## src/rtl/id_ex_stage.sv

```systemverilog
// ---------------------------------------------------------------------------
// id_ex_stage
//
// Pipeline register between decode and execute, feeding the ALU.
// Every accepted instruction is decoded into a 4-bit ALU code, an operand-1
// source (RS1/PC/ZERO), an operand-2 source (RS2/IMM/FOUR) and a register
// write enable. The decoded fields are then registered. The ALU operands are
// built combinationally from the registered slot, and MEM/WB bypass is applied
// to register-sourced operands.
//
// Ports
//   clk, rst                      clock, synchronous active-high reset
//   stall, flush                  hazard control (flush beats stall)
//   in_valid, in_pc, in_rs*_data, in_imm, in_rs*_addr, in_rd_addr,
//   in_opcode, in_funct3, in_funct7_5   decode-side instruction
//   mem_fwd_en/rd/data            EX/MEM result bypass
//   wb_fwd_en/rd/data             writeback bypass (same cycle as RF write)
//   ex_valid, alu_op, operand1, operand2, ex_rd_addr, ex_reg_write, ex_pc
// ---------------------------------------------------------------------------
module id_ex_stage #(
    parameter int XLEN = 32
) (
    input  logic            clk,
    input  logic            rst,
    input  logic            stall,
    input  logic            flush,
    input  logic            in_valid,
    input  logic [XLEN-1:0] in_pc,
    input  logic [XLEN-1:0] in_rs1_data,
    input  logic [XLEN-1:0] in_rs2_data,
    input  logic [XLEN-1:0] in_imm,
    input  logic [4:0]      in_rs1_addr,
    input  logic [4:0]      in_rs2_addr,
    input  logic [4:0]      in_rd_addr,
    input  logic [6:0]      in_opcode,
    input  logic [2:0]      in_funct3,
    input  logic            in_funct7_5,
    input  logic            mem_fwd_en,
    input  logic [4:0]      mem_fwd_rd,
    input  logic [XLEN-1:0] mem_fwd_data,
    input  logic            wb_fwd_en,
    input  logic [4:0]      wb_fwd_rd,
    input  logic [XLEN-1:0] wb_fwd_data,
    output logic            ex_valid,
    output logic [3:0]      alu_op,
    output logic [XLEN-1:0] operand1,
    output logic [XLEN-1:0] operand2,
    output logic [4:0]      ex_rd_addr,
    output logic            ex_reg_write,
    output logic [XLEN-1:0] ex_pc
);

    localparam logic [6:0] OPC_OP     = 7'b0110011;
    localparam logic [6:0] OPC_OP_IMM = 7'b0010011;
    localparam logic [6:0] OPC_LUI    = 7'b0110111;
    localparam logic [6:0] OPC_AUIPC  = 7'b0010111;
    localparam logic [6:0] OPC_LOAD   = 7'b0000011;
    localparam logic [6:0] OPC_STORE  = 7'b0100011;
    localparam logic [6:0] OPC_JAL    = 7'b1101111;
    localparam logic [6:0] OPC_JALR   = 7'b1100111;
    localparam logic [6:0] OPC_BRANCH = 7'b1100011;

    localparam logic [3:0] ALU_ADD = 4'b0000;
    localparam logic [3:0] ALU_SUB = 4'b1000;

    // Encoding 0 of each select yields a zero operand when the rest of the
    // slot is zero, so a reset or bubble slot drives 0 with no extra gating.
    typedef enum logic [1:0] {
        OP1_ZERO = 2'd0,
        OP1_RS1  = 2'd1,
        OP1_PC   = 2'd2
    } op1_sel_t;

    typedef enum logic [1:0] {
        OP2_IMM  = 2'd0,
        OP2_RS2  = 2'd1,
        OP2_FOUR = 2'd2
    } op2_sel_t;

    // ---------------- decode (combinational on inputs) ----------------
    logic [3:0] dec_alu_op;
    op1_sel_t   dec_op1_sel;
    op2_sel_t   dec_op2_sel;
    logic       dec_reg_write;

    always_comb begin
        dec_alu_op    = ALU_ADD;
        dec_op1_sel   = OP1_RS1;
        dec_op2_sel   = OP2_RS2;
        dec_reg_write = 1'b0;
        case (in_opcode)
            OPC_OP: begin
                dec_alu_op    = {in_funct7_5, in_funct3};
                dec_reg_write = 1'b1;
            end
            OPC_OP_IMM: begin
                // funct7[5] only distinguishes SRAI from SRLI; for other
                // immediates that bit is part of the immediate value.
                dec_alu_op    = {(in_funct3 == 3'b101) ? in_funct7_5 : 1'b0, in_funct3};
                dec_op2_sel   = OP2_IMM;
                dec_reg_write = 1'b1;
            end
            OPC_LUI: begin
                dec_op1_sel   = OP1_ZERO;
                dec_op2_sel   = OP2_IMM;
                dec_reg_write = 1'b1;
            end
            OPC_AUIPC: begin
                dec_op1_sel   = OP1_PC;
                dec_op2_sel   = OP2_IMM;
                dec_reg_write = 1'b1;
            end
            OPC_LOAD: begin
                dec_op2_sel   = OP2_IMM;
                dec_reg_write = 1'b1;
            end
            OPC_STORE: begin
                dec_op2_sel   = OP2_IMM;
            end
            OPC_JAL, OPC_JALR: begin
                // ALU computes the link value pc + 4.
                dec_op1_sel   = OP1_PC;
                dec_op2_sel   = OP2_FOUR;
                dec_reg_write = 1'b1;
            end
            OPC_BRANCH: begin
                dec_alu_op    = ALU_SUB;
            end
            default: begin
            end
        endcase
        if (in_rd_addr == 5'd0) begin
            dec_reg_write = 1'b0;
        end
    end

    // ---------------- pipeline registers ----------------
    logic            valid_reg;
    logic [3:0]      alu_op_reg;
    op1_sel_t        op1_sel_reg;
    op2_sel_t        op2_sel_reg;
    logic            reg_write_reg;
    logic [4:0]      rd_addr_reg;
    logic [4:0]      rs1_addr_reg;
    logic [4:0]      rs2_addr_reg;
    logic [XLEN-1:0] pc_reg;
    logic [XLEN-1:0] rs1_data_reg;
    logic [XLEN-1:0] rs2_data_reg;
    logic [XLEN-1:0] imm_reg;

    logic wb_hits_rs1;
    logic wb_hits_rs2;

    assign wb_hits_rs1 = wb_fwd_en && (wb_fwd_rd != 5'd0) && (wb_fwd_rd == rs1_addr_reg);
    assign wb_hits_rs2 = wb_fwd_en && (wb_fwd_rd != 5'd0) && (wb_fwd_rd == rs2_addr_reg);

    always_ff @(posedge clk) begin
        if (rst || flush || (!stall && !in_valid)) begin
            valid_reg     <= 1'b0;
            alu_op_reg    <= ALU_ADD;
            op1_sel_reg   <= OP1_ZERO;
            op2_sel_reg   <= OP2_IMM;
            reg_write_reg <= 1'b0;
            rd_addr_reg   <= 5'd0;
            rs1_addr_reg  <= 5'd0;
            rs2_addr_reg  <= 5'd0;
            pc_reg        <= '0;
            rs1_data_reg  <= '0;
            rs2_data_reg  <= '0;
            imm_reg       <= '0;
        end else if (stall) begin
            // Held slot: capture a retiring writeback so the operand stays
            // correct once that producer leaves the bypass network.
            if (wb_hits_rs1) begin
                rs1_data_reg <= wb_fwd_data;
            end
            if (wb_hits_rs2) begin
                rs2_data_reg <= wb_fwd_data;
            end
        end else begin
            valid_reg     <= 1'b1;
            alu_op_reg    <= dec_alu_op;
            op1_sel_reg   <= dec_op1_sel;
            op2_sel_reg   <= dec_op2_sel;
            reg_write_reg <= dec_reg_write;
            rd_addr_reg   <= in_rd_addr;
            rs1_addr_reg  <= in_rs1_addr;
            rs2_addr_reg  <= in_rs2_addr;
            pc_reg        <= in_pc;
            rs1_data_reg  <= in_rs1_data;
            rs2_data_reg  <= in_rs2_data;
            imm_reg       <= in_imm;
        end
    end

    // ---------------- bypass and operand select ----------------
    logic [XLEN-1:0] rs1_fwd;
    logic [XLEN-1:0] rs2_fwd;

    always_comb begin
        rs1_fwd = rs1_data_reg;
        if (mem_fwd_en && (mem_fwd_rd != 5'd0) && (mem_fwd_rd == rs1_addr_reg)) begin
            rs1_fwd = mem_fwd_data;
        end else if (wb_hits_rs1) begin
            rs1_fwd = wb_fwd_data;
        end

        rs2_fwd = rs2_data_reg;
        if (mem_fwd_en && (mem_fwd_rd != 5'd0) && (mem_fwd_rd == rs2_addr_reg)) begin
            rs2_fwd = mem_fwd_data;
        end else if (wb_hits_rs2) begin
            rs2_fwd = wb_fwd_data;
        end
    end

    always_comb begin
        operand1 = '0;
        case (op1_sel_reg)
            OP1_RS1: operand1 = rs1_fwd;
            OP1_PC:  operand1 = pc_reg;
            default: operand1 = '0;
        endcase

        operand2 = '0;
        case (op2_sel_reg)
            OP2_RS2:  operand2 = rs2_fwd;
            OP2_FOUR: operand2 = XLEN'(4);
            default:  operand2 = imm_reg;
        endcase
    end

    assign ex_valid     = valid_reg;
    assign alu_op       = alu_op_reg;
    assign ex_rd_addr   = rd_addr_reg;
    assign ex_reg_write = reg_write_reg;
    assign ex_pc        = pc_reg;

endmodule

```

## config.mk

```make
export PLATFORM = sky130hd
export DESIGN_NAME = id_ex_stage
export DESIGN_NICKNAME = d
export VERILOG_FILES = /design/src/rtl/id_ex_stage.sv
export SDC_FILE = /design/constraint.sdc
export NUM_CORES = 1
export LEC_CHECK = 0
export ABC_AREA = 1
export BUFFER_PORTS_ARGS = -buffer_cell sky130_fd_sc_hd__buf_4
export CAP_MARGIN = 30
export CORE_MARGIN = 2
export CORE_UTILIZATION = 41
export DETAILED_ROUTE_END_ITERATION = 7
export GPL_ROUTABILITY_DRIVEN = 1
export PLACE_DENSITY = 0.74
export SLEW_MARGIN = 15
export SYNTH_ARGS = -nofsm -noshare
export SYNTH_HDL_FRONTEND = slang
export SYNTH_SLANG_ARGS = --single-unit
```

## constraint.sdc

```tcl
create_clock -name clk -period 2.2 [get_ports clk]
set_clock_uncertainty 0.1 [all_clocks]
set_input_delay 0.22 -clock clk [delete_from_list [all_inputs] [get_ports clk]]
set_output_delay 0.22 -clock clk [all_outputs]
set_load 0.03 [all_outputs]
```

==> run_results.csv, run 1 <==
group,metric,value,unit
finish,area_growth,65.67,%
pwr,power_density,502.2,nW/um2
setup_path,start_kind,"flip-flop",
global_routing,track_usage,32.02,%
job,cap_viol_max_count,0,
timing,setup_violations,64,
die,die_w,151.4,um
global_routing,grt_start_max_net_pins,110,
detailed_routing,wire_per_inst,18.18,um
timing,slew_headroom,41.99,%
place,port_buffers,341,
logic_synthesis,yosysWarningCount,0,
timing,worstMarginPinSlew,870.1,ps
finish,nFillCells,1769,
worst_hold_path,hp-class,"input pin to flip-flop",
detailed_routing,drtAntennaViolNets,0,
setup_path,critPathCapture,"operand1[27]",
detailed_routing,vias,11134,
detailed_routing,drc,0,
setup_path,cp_max_fo,8,
pwr,p_total,0.007414,W
setup_path,required,1880,ps
logic_synthesis,async_flop_share,0,%
run_status,status,"complete, but fails checks",
clock_tree,cts_inserted_buffers,17,
place,hpwl,25690,um
setup_path,end_kind,"primary output",
logic_synthesis,syn_area,8912,um2
setup_path,startpoint,"rs1_addr_reg[0]",
setup_path,worst_path_largest_cell_delay,360,ps
setup_path,path_class,"flip-flop to primary output",
clock_tree,clk_latency,440,ps
pwr,vdd_drop_max,0.0005428,V
clock_tree,cts_root_buf,"clkbuf_16",
global_routing,grt_first_pass_wirelength,56240,um
place,routabilityCongestion,0.9278,
die,ios,342,
finish,final_net_count,2076,
global_routing,antenna_found_initial,1,
die,core,21150,um2
logic_synthesis,synth.avg_cell_area,6.370,um2
die,start_util,42.13,%
timing,final.period_utilization,112.6,%
timing,report.final.slew_viol_count,0,
logic_synthesis,yosysSeqAreaShare,34.37,%
timing,clock.fmax,0.4038,GHz
clock_tree,cts.sinks,153,
clock_tree,cts_tree,"yes",
setup_path,crit_family,"simple AND/OR/NAND/NOR gates",
worst_hold_path,hold_path_depth,5,
setup_path,crit_top_cell,"buf_12",
die,die_y,151.4,um
clock_tree,clk_pin_slew_worst_paths,70,ps
logic_synthesis,synth-edff-count,0,
timing,hold_viol,0,
die,num_rows,53,
timing,rsz0062_at_grt,"yes",
timing,finalSetupTns,-13520,ps
setup_path,path_depth,11,
global_routing,grt_pass1_vias,10838,
logic_synthesis,ys.flop_type,"dfxtp_1",
setup_path,r2r_start,"rs2_addr_reg[0]",
place,place_area,11690,um2
setup_path,r2r_setup_slack,400,ps
pwr,p_leak,6.976,nW
global_routing,grt_overflow,0,
logic_synthesis,yosysUniqueCellTypes,28,
clock_tree,cts.htree.levels,4,
die,die_area,22930,um2
clock_tree,clk_path_buf_depth,2,
finish,drive_above_1_share,34.38,%
timing,min_period,2477,ps
logic_synthesis,synth_nets,1638,
timing,setup_slack,-276.6,ps
setup_path,crit_arrival,2160,ps
setup_path,path_cells,"xnor2_2 -> nand3_2 -> nor2_4 -> buf_12 -> buf_12 -> nand2_4 -> nand2_1 -> nand3_1 -> nand2_2 -> a21oi_2 -> buf_6",
run_status,violations,"negative setup slack",
setup_path,r2r_cells,11,
finish,final_core_utilization,69.80,%
detailed_routing,viasPerCell,5.237,
setup_path,worst_path_max_delay_cell,"dfxtp_4",
detailed_routing,drt_first_pass_iters,6,
detailed_routing,wl,38650,um
setup_path,path_buf_inv,3,
detailed_routing,dr.first_iter.drc_count,798,
logic_synthesis,ys_ff_latch,153,
setup_path,r2r-end,"rs2_data_reg[18]",
finish,stdcell_area,14770,um2
logic_synthesis,synthCells,1399,
[worst reg2reg max path, cell delays in order (launching register included)]
cell	delay (ps)
dfxtp_4	360
xnor2_2	180
nand3_2	120
nor2_4	110
buf_12	170
buf_12	160
nand2_8	90
nand2_1	70
nand2_1	60
buf_4	130
o21ai_1	110
inv_1	50
[placed cells by master, fill, tap and decap left out, drive strengths merged, types with 4 or more instances in the layout]
cell type	count
xnor2	6
nand2	421
ha	4
dlygate4sd3	114
buf	391
o211ai	33
nand3	175
a21oi	123
nor3	6
o21ai	94
inv	163
clkinv	4
nor2	126
dfxtp	153
clkbuf	25
xor2	4
[power by group]
part	leakage (nW)	switching, W	internal (W)
sequential	1.25	0.0000499	0.00285
combinational	5.45	0.000860	0.000783
clock	0.273	0.00131	0.00156
total	6.98	0.00222	0.00520
[metal layers]
layer	track usage [%]	share of wire, %	vias to the layer above
li1	-	-	5359
met1	36.14	38	5131
met2	57.56	49	526
met3	7.620	8.4	118
met4	13.41	4.3	0
met5	0	0	-
[synth_stat cells (2+ instances only)]
| cell | number | area [um2] |
|---|---|---|
| buf_4 | 5 | 37.54 |
| a221oi_1 | 2 | 17.52 |
| buf_2 | 18 | 90.09 |
| ha_1 | 4 | 50.05 |
| nor3_4 | 3 | 48.80 |
| nand2_1 | 411 | 1543 |
| xnor2_1 | 6 | 52.55 |
| buf_6 | 12 | 135.1 |
| nor3_1 | 3 | 15.01 |
| o21ai_1 | 59 | 295.3 |
| nor2_1 | 123 | 461.7 |
| xor2_1 | 4 | 35.03 |
| nand3_2 | 31 | 310.3 |
| clkbuf_1 | 62 | 232.7 |
| nand3_1 | 144 | 720.7 |
| inv_2 | 4 | 15.01 |
| nor2_4 | 3 | 33.78 |
| a21oi_2 | 22 | 192.7 |
| dfxtp_1 | 153 | 3063 |
| nand2_2 | 2 | 12.51 |
| a21oi_1 | 101 | 505.5 |
| o21ai_0 | 35 | 175.2 |
| inv_1 | 154 | 578.1 |
| o211ai_1 | 33 | 247.7 |
| nand2_4 | 2 | 22.52 |
[area by class of cell]
type	instances	area, um2	share of cell area [%]
tap	275	344.1	2.330
clock buffer	20	466.7	3.161
antenna	1	2.502	0.01695
timing repair buffer	510	4743	32.12
multi-input combinational	997	5415	36.67
clock inverter	12	103.9	0.7033
sequential	153	3090	20.93
inverter	158	599.3	4.059
[logic make-up (layout without fill, tap and decap cells)]
family / Yosys count / after routing / share of synthesized area [%]
xor gates and xnor gates: 10 / 10 / 0.9827
adders and majority gates: 4 / 4 / 0.5616
buffers and inverters: 255 / 700 / 12.21
other: 0 / 1 / 0
DFF: 153 / 153 / 34.37
AOI/OAI and AO/OA: 253 / 253 / 16.17
and+or+nand+nor: 724 / 730 / 35.70
[how the worst min path moves through the flow]
stage	from	end	slack [ps]
2_1_floorplan	in_rs1_data[0]	rs1_data_reg[0]	250
3_3_place_gp	in_rs1_data[30]	rs1_data_reg[30]	340
3_5_place_dp	in_rs1_data[31]	rs1_data_reg[31]	340
4_1_cts	in_rs2_data[17]	rs2_data_reg[17]	5
5_1_grt	in_rs2_data[20]	rs2_data_reg[20]	30
6_report	in_rs2_data[17]	rs2_data_reg[17]	10
[what timing repair did]
action                                 CTS  global route
resized for setup                      121           110
cloned                                  12             5
setup buffers                           16             3
setup endpoints to repair               64            64
pin swaps                               27            39
hold buffers                           114             0
endpoints found under the hold margin  114             0
[metrics by stage]
| stage | std cells | worst slack [ps] | hold WS (ps) |
|---|---|---|---|
| 3_3_place_gp | 1944 | 96.87 | 338.2 |
| 2_1_floorplan | 1399 | 111.7 | 253.3 |
| 3_5_place_dp | 1944 | 93.74 | 343.8 |
| 5_1_grt | 2126 | -370.3 | 26.60 |
| 4_1_cts | 2118 | -237.2 | 5.035 |
| 6_report | 2126 | -276.6 | 9.661 |
Power figures use the tool's default switching activity.
==> inputs of run 2 (changes only) <==
==> constraint.sdc (replaced) <==
create_clock -name clk -period 2.2 [get_ports clk]
set_clock_uncertainty 0.1 [all_clocks]
set_input_delay 0.44 -clock clk [delete_from_list [all_inputs] [get_ports clk]]
set_output_delay 0.44 -clock clk [all_outputs]
set_load 0.03 [all_outputs]
==> run 2 against run 1 <==
  * The flow still finishes with violations (negative setup slack)
  * Worst hold slack better by 130 ps
  * Wire length rose by 1.9%
  * Global-route usage down 0.73 points
  * Clock power rose by 21%
  * Sequential share of layout area about the same
  * Largest cell class unchanged
  * Largest power group is now clock
==> run_results.csv, run 2 (synthesis results as in run 1) <==
group,metric,value,unit
die,die_w,151.4,um
pwr,power_density,537.9,nW/um2
detailed_routing,drt_first_pass_iters,5,
setup_path,startpoint,"rs1_addr_reg[1]",
pwr,vdd_drop_max,0.0004624,V
clock_tree,cts_tree,"yes",
die,num_rows,53,
finish,area_growth,65.20,%
finish,final_net_count,2011,
detailed_routing,vias,10991,
setup_path,cp_max_fo,7,
place,port_buffers,341,
timing,report.final.slew_viol_count,0,
finish,antenna_cells,0,
finish,final_core_utilization,69.60,%
run_status,status,"complete, but fails checks",
pwr,p_leak,7.113,nW
timing,setup_violations,64,
global_routing,grt_pass1_vias,10256,
place,routabilityCongestion,0.9303,
timing,final.period_utilization,119.9,%
setup_path,r2r_setup_slack,350,ps
detailed_routing,drc,0,
pwr,p_total,0.007919,W
timing,slew_headroom,66.65,%
detailed_routing,drtAntennaViolNets,0,
global_routing,grt_overflow,0,
detailed_routing,dr.first_iter.drc_count,791,
clock_tree,clk_latency,420,ps
setup_path,r2r_cells,11,
global_routing,track_usage,31.29,%
worst_hold_path,hold_path_depth,3,
job,cap_viol_max_count,0,
timing,hold_viol,0,
detailed_routing,wl,39390,um
finish,layout_common_cells,"buf_4, nand2_1, inv_1",
setup_path,path_class,"flip-flop to primary output",
worst_hold_path,hold_path_startpoint,"in_rs1_data[31]",
setup_path,end_kind,"primary output",
clock_tree,clk_path_buf_depth,2,
finish,stdcell_area,14720,um2
run_status,violations,"negative setup slack",
clock_tree,cts_inserted_buffers,17,
worst_hold_path,min_to,"rs1_data_reg[31]",
clock_tree,cts_root_buf,"clkbuf_16",
timing,setup_slack,-438.2,ps
detailed_routing,viasPerCell,5.338,
global_routing,grt_start_max_net_pins,101,
die,die_y,151.4,um
die,ios,342,
die,start_util,42.13,%
timing,clock.fmax,0.3790,GHz
timing,min_period,2638,ps
clock_tree,cts.htree.levels,4,
setup_path,start_kind,"flip-flop",
global_routing,grt_first_pass_wirelength,54680,um
timing,rsz0062_at_grt,"yes",
setup_path,r2r-end,"rs2_data_reg[17]",
clock_tree,hold_buffers,0,
place,place_ws,-306.0,ps
clock_tree,clk_pin_slew_worst_paths,70,ps
global_routing,antenna_found_initial,0,
setup_path,r2r_start,"rs2_addr_reg[0]",
setup_path,required,1660,ps
timing,worstMarginPinSlew,500.3,ps
finish,drive_above_1_share,44.28,%
detailed_routing,wire_per_inst,19.13,um
place,place_area,12390,um2
clock_tree,cts.sinks,153,
setup_path,crit_arrival,2100,ps
finish,mostFrequentLayoutCell,"buf_4",
worst_hold_path,hp-class,"input pin to flip-flop",
die,die_area,22930,um2
place,hpwl,26990,um
die,core,21150,um2
[run 2: cell types whose count changed in the layout (fill, tap and decap cells not counted), sizes merged]
cell | previous run | this run
bufinv | 0 | 6
inv | 163 | 158
dlygate4sd3 | 114 | 0
clkbuf | 25 | 28
buf | 391 | 441
clkinvlp | 3 | 1
diode | 1 | 0
clkinv | 4 | 6
nand2 | 421 | 415
[run 2: worst max-delay path: stages, from the launching register on]
cell and delay (ps):
dfxtp_2 340, inv_1 60, nand2_1 60, nand2_2 70
nand3_2 100, nor2_4 110, buf_12 170, nand2_8 100
clkbuf_16 190, nand2_2 80, nand3_1 70, nand2_1 100
a21oi_2 60, buf_6 150
[run 2: where the power goes]
group / total (W) / switching [W] / internal (W)
logic: 0.00156 / 0.000865 / 0.000692
clock network: 0.00346 / 0.00129 / 0.00217
registers: 0.00290 / 0.0000485 / 0.00285
total: 0.00792 / 0.00220 / 0.00572
[run 2: timing repair]
action | in CTS | in global routing
cloned | 3 | 12
setup buffers | 4 | 9
pin swaps | 33 | 52
endpoints found under the setup margin | 64 | 64
gates resized for setup | 163 | 189
[run 2: how the worst max path moves through the flow]
stage | cells after the start | slack [ps] | endpoint
final | 13 | -440 | operand1[13]
after global routing | 13 | -520 | operand1[13]
after detailed placement | 13 | -310 | operand2[18]
after floorplan | 7 | 4 | operand2[0]
after CTS | 11 | -430 | operand2[23]
after global placement | 13 | -290 | operand2[18]
[run 2: cell type report]
| cell class | count | area, um2 |
|---|---|---|
| fillers | 1767 | 6431 |
| repair buffers | 451 | 4259 |
| flip-flops and latches | 153 | 3082 |
| inverters | 158 | 609.3 |
| well taps | 275 | 344.1 |
| clock buffers | 18 | 439.2 |
| clock inverters | 13 | 242.7 |
| multi-input cells | 991 | 5747 |
[run 2: routing by layer]
| layer | up-vias | wire, um | track usage (%) | share of wire (%) |
|---|---|---|---|---|
| met4 | 0 | 1458 | 10.79 | 3.7 |
| met3 | 96 | 3893 | 7.620 | 9.9 |
| met1 | 5107 | 14440 | 35.55 | 37 |
| li1 | 5223 | - | - | - |
| met2 | 565 | 19600 | 56.92 | 50 |
| met5 | - | 0 | 0 | 0 |
[run 2: per-stage QoR]
| step | setup TNS [ps] | hold WS, ps | std cells |
|---|---|---|---|
| 2_1_floorplan | 0 | 345.6 | 1399 |
| 3_3_place_gp | -13640 | 353.8 | 2000 |
| 3_5_place_dp | -13960 | 355.3 | 2000 |
| 4_1_cts | -23960 | 121.2 | 2038 |
| 5_1_grt | -30210 | 126.2 | 2059 |
| 6_report | -24490 | 135.1 | 2059 |
